## src/rtl/alu_bit_serial_pkg.sv

```systemverilog
// Shared opcode constants and state type for the bit-serial ALU and its 1-bit slice.
package alu_bit_serial_pkg;

    localparam logic [2:0] OpMov  = 3'b000;
    localparam logic [2:0] OpNot  = 3'b001;
    localparam logic [2:0] OpNand = 3'b011;
    localparam logic [2:0] OpNor  = 3'b100;
    localparam logic [2:0] OpAdd  = 3'b110;
    localparam logic [2:0] OpSub  = 3'b101;

    typedef enum logic [1:0] {
        StIdle,
        StRun,
        StDone
    } state_e;

    function automatic logic is_arith(input logic [2:0] op);
        return (op == OpAdd) || (op == OpSub);
    endfunction

endpackage

```

## src/rtl/alu_bit_serial_if.sv

```systemverilog
// Request/response bundle of the bit-serial ALU.
interface alu_bit_serial_if #(
    parameter int unsigned WIDTH = 8
);
    logic             start;
    logic [WIDTH-1:0] a;
    logic [WIDTH-1:0] b;
    logic [2:0]       select;
    logic             busy;
    logic             done;
    logic [WIDTH-1:0] result;
    logic             c_out;

    modport master (
        output start, a, b, select,
        input  busy, done, result, c_out
    );

    modport slave (
        input  start, a, b, select,
        output busy, done, result, c_out
    );
endinterface

```

## src/rtl/alu_bit_serial_alu_1_bit.sv

```systemverilog
// One-bit ALU slice: logic ops and full-adder carry chain for ADD/SUB.
module alu_bit_serial_alu_1_bit
    import alu_bit_serial_pkg::*;
(
    input  logic       a,
    input  logic       b,
    input  logic       carry_in,
    input  logic [2:0] select,
    output logic       y,
    output logic       carry_out
);

    logic b_eff;

    always_comb begin
        y         = a;
        carry_out = 1'b0;
        b_eff     = b;
        case (select)
            OpNot:  y = ~a;
            OpNand: y = ~(a & b);
            OpNor:  y = ~(a | b);
            OpAdd, OpSub: begin
                // SUB inverts b; the +1 comes from the carry preloaded to 1.
                b_eff     = (select == OpSub) ? ~b : b;
                y         = a ^ b_eff ^ carry_in;
                carry_out = (a & b_eff) | (a & carry_in) | (b_eff & carry_in);
            end
            default: y = a;
        endcase
    end

endmodule

```

## src/rtl/alu_bit_serial.sv

```systemverilog
// Bit-serial ALU: processes one operand bit per RUN cycle, LSB first, through a single slice.
module alu_bit_serial
    import alu_bit_serial_pkg::*;
#(
    parameter int unsigned WIDTH = 8
) (
    input logic             clk,
    input logic             rst,
    alu_bit_serial_if.slave bus
);

    localparam int unsigned CntW = $clog2(WIDTH);
    localparam logic [CntW-1:0] LastBit = CntW'(WIDTH - 1);

    state_e           state_q, state_d;
    logic [WIDTH-1:0] a_q, b_q, result_q;
    logic [2:0]       sel_q;
    logic             carry_q;
    logic             c_out_q;
    logic [CntW-1:0]  cnt_q;

    logic accept;
    logic last_bit;
    logic slice_y;
    logic slice_carry;

    alu_bit_serial_alu_1_bit u_slice (
        .a         (a_q[0]),
        .b         (b_q[0]),
        .carry_in  (carry_q),
        .select    (sel_q),
        .y         (slice_y),
        .carry_out (slice_carry)
    );

    always_comb begin
        state_d  = state_q;
        accept   = 1'b0;
        last_bit = (cnt_q == LastBit);
        case (state_q)
            StIdle: begin
                if (bus.start) begin
                    state_d = StRun;
                    accept  = 1'b1;
                end
            end
            StRun: begin
                if (last_bit) begin
                    state_d = StDone;
                end
            end
            StDone:  state_d = StIdle;
            default: state_d = StIdle;
        endcase
    end

    always_ff @(posedge clk) begin
        if (rst) begin
            state_q  <= StIdle;
            a_q      <= '0;
            b_q      <= '0;
            sel_q    <= OpMov;
            carry_q  <= 1'b0;
            cnt_q    <= '0;
            result_q <= '0;
            c_out_q  <= 1'b0;
        end else begin
            state_q <= state_d;
            if (accept) begin
                a_q      <= bus.a;
                b_q      <= bus.b;
                sel_q    <= bus.select;
                carry_q  <= (bus.select == OpSub);
                cnt_q    <= '0;
                result_q <= '0;
                c_out_q  <= 1'b0;
            end else if (state_q == StRun) begin
                a_q      <= a_q >> 1;
                b_q      <= b_q >> 1;
                // Bits enter at the MSB so bit 0 lands at the LSB after WIDTH shifts.
                result_q <= {slice_y, result_q[WIDTH-1:1]};
                carry_q  <= slice_carry;
                cnt_q    <= cnt_q + CntW'(1);
                if (last_bit) begin
                    c_out_q <= is_arith(sel_q) & slice_carry;
                end
            end
        end
    end

    assign bus.busy   = (state_q == StRun);
    assign bus.done   = (state_q == StDone);
    assign bus.result = result_q;
    assign bus.c_out  = c_out_q;

endmodule

```

## src/flat_wrapper.sv

```systemverilog
// flat-port wrapper written by rule: the top's interface ports become plain ports
module alu_bit_serial_flat import alu_bit_serial_pkg::*;
#(
    parameter int unsigned WIDTH = 8
)
  (clk, rst, bus_start, bus_a, bus_b, bus_select, bus_busy, bus_done, bus_result, bus_c_out);
  alu_bit_serial_if #(.WIDTH(WIDTH)) bus_i ();
  input logic clk;
  input logic rst;
  input wire logic [$bits(bus_i.start)-1:0] bus_start;
  input wire logic [$bits(bus_i.a)-1:0] bus_a;
  input wire logic [$bits(bus_i.b)-1:0] bus_b;
  input wire logic [$bits(bus_i.select)-1:0] bus_select;
  output wire logic [$bits(bus_i.busy)-1:0] bus_busy;
  output wire logic [$bits(bus_i.done)-1:0] bus_done;
  output wire logic [$bits(bus_i.result)-1:0] bus_result;
  output wire logic [$bits(bus_i.c_out)-1:0] bus_c_out;
  assign bus_i.start = bus_start;
  assign bus_i.a = bus_a;
  assign bus_i.b = bus_b;
  assign bus_i.select = bus_select;
  assign bus_busy = bus_i.busy;
  assign bus_done = bus_i.done;
  assign bus_result = bus_i.result;
  assign bus_c_out = bus_i.c_out;
  alu_bit_serial #(.WIDTH(WIDTH)) u_core (.clk(clk), .rst(rst), .bus(bus_i));
endmodule
```

## config.mk

```make
export PLATFORM = sky130hd
export DESIGN_NAME = alu_bit_serial_flat
export DESIGN_NICKNAME = d
export VERILOG_FILES = /design/src/rtl/alu_bit_serial_pkg.sv /design/src/rtl/alu_bit_serial_if.sv /design/src/rtl/alu_bit_serial_alu_1_bit.sv /design/src/rtl/alu_bit_serial.sv /design/src/flat_wrapper.sv
export SDC_FILE = /design/constraint.sdc
export NUM_CORES = 1
export LEC_CHECK = 0
export CAP_MARGIN = 10
export CORE_AREA = 3 3 66 68
export CTS_BUF_LIST = sky130_fd_sc_hd__clkbuf_16
export DETAILED_ROUTE_END_ITERATION = 10
export DIE_AREA = 0 0 69 71
export GPL_TIMING_DRIVEN = 0
export PLACE_DENSITY_LB_ADDON = 0.05
export SYNTH_ARGS = -nofsm -noshare
export SYNTH_HDL_FRONTEND = slang
export SYNTH_HIERARCHICAL = 1
export SYNTH_SLANG_ARGS = --single-unit
export TNS_END_PERCENT = 50
```

## constraint.sdc

```tcl
create_clock -name clk -period 2.5 [get_ports clk]
set_input_delay 0.625 -clock clk [delete_from_list [all_inputs] [get_ports clk]]
set_output_delay 0.625 -clock clk [all_outputs]
set_load 0.02 [all_outputs]
```

==> qor.log <==
[final_layout] commonest cells after routing, fill and taps aside sky130_fd_sc_hd__dfxtp_1 (34), sky130_fd_sc_hd__nor2_1 (32), sky130_fd_sc_hd__clkdlybuf4s50_1 (30)
[final_layout] ratio of cells with drive above 1 in the final layout 7.83%
[critical_path] endpoint kind of the worst setup timing path output port
[die] Die Ht 71 µm
[detailed_routing] vias 1364
[sta] final period utilization 90.6%
[logic_synthesis] Post-Syn Instances 177
[logic_synthesis] library cell with the largest summed area after synthesis sky130_fd_sc_hd__dfxtp_1
[detailed_routing] DRC viols 0
[sta] Pins Over Slew Limit 0
[clock_tree] TritonCTS Buffers 5
[detailed_routing] routed length per placed instance 13.4 µm
[global_route] via count of the first global-routing pass 1307
[logic_synthesis] post-synthesis net count 202
[final_layout] number of nets in the layout 241
[sta] post-route minimum period 2270 ps
[global_route] pin count of the biggest net entering global routing 12
[clock_tree] Num Clock Sinks 34
[sta] Max Clock Skew 2.32 ps
[die] initial core utilization 38.8%
[logic_synthesis] flip-flop and latch count after synthesis 34
[die] IO Count 33
[sta] final hold violation count 0
[clock_tree] # H-tree levels 2
[outcome] status complete, no violations
[sta] top achievable clock speed 0.441 GHz
[logic_synthesis] number of distinct library cells after synthesis 36
[logic_synthesis] yosys warns 6
[sta] Final Setup Violations 0
[global_route] first-pass GRT wire length 6.14 mm
[power_and_ir_drop] leakage 0.797 nW
[global_route] number of antenna violations at the first check in global routing 0
[placement] count of buffers from port buffering 32
[final_layout] Layout Area Growth over Synthesis 37.8%
[power_and_ir_drop] power per cell area 760 mW/mm²
[critical_path] critical path type flip-flop to output port
[sta] total negative setup slack 0 ps
[final_layout] Inserted Diodes 0
[critical_path] CP Launch Type flip-flop
[global_route] global-route usage over all layers 15.6%
[logic_synthesis] dominant register cell in the synthesized netlist sky130_fd_sc_hd__dfxtp_1
[detailed_routing] residual antenna-violating net count after detailed routing 0
[placement] number of placed cells counting well taps 259
[sta] RSZ-0062 raised after global routing no
[logic_synthesis] dominant combinational cell family by area after synthesis compound AO/OA/AOI/OAI gates
[logic_synthesis] post-synthesis compound-gate area fraction 23.7%
[detailed_routing] number of detailed-routing iterations run before antenna repair 4
[logic_synthesis] Avg Synthesized Cell Area 8.57 µm²
[die] standard-cell rows 23
[clock_tree] Bufs on Longest Clock Path 2
[power_and_ir_drop] maximum vdd drop 0.604 mV
[sta] slew of the pin with the lowest slew margin 481 ps
[logic_synthesis] area share of the largest cell type after synthesis 44.8%
[global_route] overflow left after global routing 0
[logic_synthesis] adder and majority gate portion of the synthesized area 2.97%
[logic_synthesis] count of flip-flops with a built-in enable after synthesis 0
[logic_synthesis] Async S/R FF share, synth 0%
[logic_synthesis] cells taking the most area after synthesis sky130_fd_sc_hd__dfxtp_1 (45%), sky130_fd_sc_hd__nor2_1 (7.9%), sky130_fd_sc_hd__a211oi_1 (6.9%)
[power_and_ir_drop] Pwr Total 0.00159 W
[run] Max-Cap Viols 0
[placement] HPWL after detailed placement 2.65 mm
[clock_tree] worst skew pair latency 270 ps
[die] Die ar. 0.00490 mm²
[placement] routability congestion estimate from global placement 0.766
[min_path] class of the most critical hold timing path flip-flop to flip-flop
[die] placeable core region 0.00391 mm²
[logic_synthesis] register area share after synthesis 44.8%
[detailed_routing] drt initial violations 54
[clock_tree] clock slew at reported path FFs 50 ps
[logic_synthesis] synthesized area 0.00152 mm²
[clock_tree] hold-fix buffer count after cts 0
[critical_path] WP data required 1880 ps
[detailed_routing] final wirelength 3.59 mm
[logic_synthesis] simple logic cell fraction of the synthesized area 19.4%
[critical_path] highest net fanout along the worst path 10
[final_layout] leading cell type in the layout, fill and taps excluded sky130_fd_sc_hd__dfxtp_1
[critical_path] arrival time of the worst setup path 1640 ps
[clock_tree] total setup buffers inserted after CTS 0
[clock_tree] clock tree from TritonCTS built
[final_layout] number of non-filler instances in the completed layout 267
[detailed_routing] via density per instance 5.11
[logic_synthesis] xor-xnor portion of the synthesized cell area 2.31%
[logic_synthesis] portion of netlist area occupied by mux cells 1.98%
[die] die width 69 µm
[clock_tree] clock root buffer sky130_fd_sc_hd__clkbuf_16
[sta] worst slew margin relative to its limit 67.9%
==> cell usage after synthesis, types with 2 or more instances <==
cell	instances
sky130_fd_sc_hd__dfxtp_1	34
sky130_fd_sc_hd__nor2_1	32
sky130_fd_sc_hd__nand2_1	20
sky130_fd_sc_hd__a211oi_1	14
sky130_fd_sc_hd__a21oi_1	12
sky130_fd_sc_hd__o2bb2ai_1	8
sky130_fd_sc_hd__clkbuf_1	6
sky130_fd_sc_hd__o22ai_1	6
sky130_fd_sc_hd__inv_1	5
sky130_fd_sc_hd__mux2i_1	3
sky130_fd_sc_hd__a22oi_1	2
sky130_fd_sc_hd__buf_2	2
sky130_fd_sc_hd__buf_4	2
sky130_fd_sc_hd__ha_1	2
sky130_fd_sc_hd__inv_2	2
sky130_fd_sc_hd__nand2b_1	2
sky130_fd_sc_hd__nand3b_1	2
sky130_fd_sc_hd__nor3_1	2
sky130_fd_sc_hd__o21bai_1	2
sky130_fd_sc_hd__xnor2_1	2
sky130_fd_sc_hd__xor2_1	2
==> kinds of logic after synthesis <==
group | count (synthesis)
AND/OR/NAND/NOR | 65
AO/OA/AOI/OAI | 51
flip-flops | 34
buffers and inverters | 17
XOR/XNOR | 4
multiplexers | 3
adder cells (fa/ha/maj) | 3
==> layout make-up <==
cell class | count | area (µm²)
fill | 415 | 1820
multi-input combinational | 126 | 763
sequential | 34 | 681
timing repair buffer | 32 | 322
clock buffer | 5 | 125
clock inverter | 3 | 63.8
tap | 50 | 62.6
buffer | 10 | 48.8
inverter | 7 | 26.3
==> power breakdown <==
group | switching, W | internal (W) | total (W) | leakage (nW)
logic | 0.0000978 | 0.000103 | 0.000200 | 0.426
clock network | 0.000219 | 0.000567 | 0.000786 | 0.0915
registers | 0.0000274 | 0.000575 | 0.000603 | 0.279
==> final timing paths <==
check | startpoint | end | slack, ps | depth (start not counted)
setup / recovery | u_core/state_q[0]$_SDFFE_PP0P_ | bus_busy | 230 | 4
hold / removal | u_core/bus.result[4]$_SDFFE_PP0P_ | u_core/bus.result[3]$_SDFFE_PP0P_ | 470 | 2
setup reg to reg | u_core/sel_q[0]$_SDFFE_PP0P_ | u_core/bus.result[7]$_SDFFE_PP0P_ | 390 | 8
hold reg to reg | u_core/bus.result[4]$_SDFFE_PP0P_ | u_core/bus.result[3]$_SDFFE_PP0P_ | 470 | 2
==> sequential cells by signal, summed over array words and instances (netlist names) <==
signal,flops
u_core/a_q,8
u_core/bus.result,8
u_core/cnt_q,3
u_core/carry_q,1
u_core/b_q,8
u_core/state_q,2
u_core/sel_q,3
u_core/bus.c_out,1
==> metal layers <==
layer / global-route usage (%) / wire length [µm] / vias up
met1: 20.7 / 1680 / 630
met5: 0 / 0 / -
met3: 5.11 / 159 / 2
li1: - / - / 698
met4: 5.21 / 27 / 0
met2: 24.0 / 1720 / 34
==> metrics by stage <==
step                worst slack, ps  hold WS (ps)  util, %  area (µm²)
global route                    106           490     53.5        2090
detailed placement              247           459     48.6        1900
finish                          234           468     53.5        2090
global placement                258           446     48.6        1900
floorplan                       600           439        -        1520
CTS                            59.3           470     53.4        2090
==> critical path, cell delays in order (launching register included) <==
cell                            delay, ps
sky130_fd_sc_hd__dfxtp_1              470
sky130_fd_sc_hd__nand2b_1             170
sky130_fd_sc_hd__inv_2                140
sky130_fd_sc_hd__buf_2                230
sky130_fd_sc_hd__dlygate4sd2_1        360
==> timing repair <==
action,CTS,global route
setup endpoints to repair,2,1
endpoints found under the hold margin,0,0
gates resized for setup,2,1
gates cloned,0,0
Note: power is estimated with default switching activity, not from simulation.
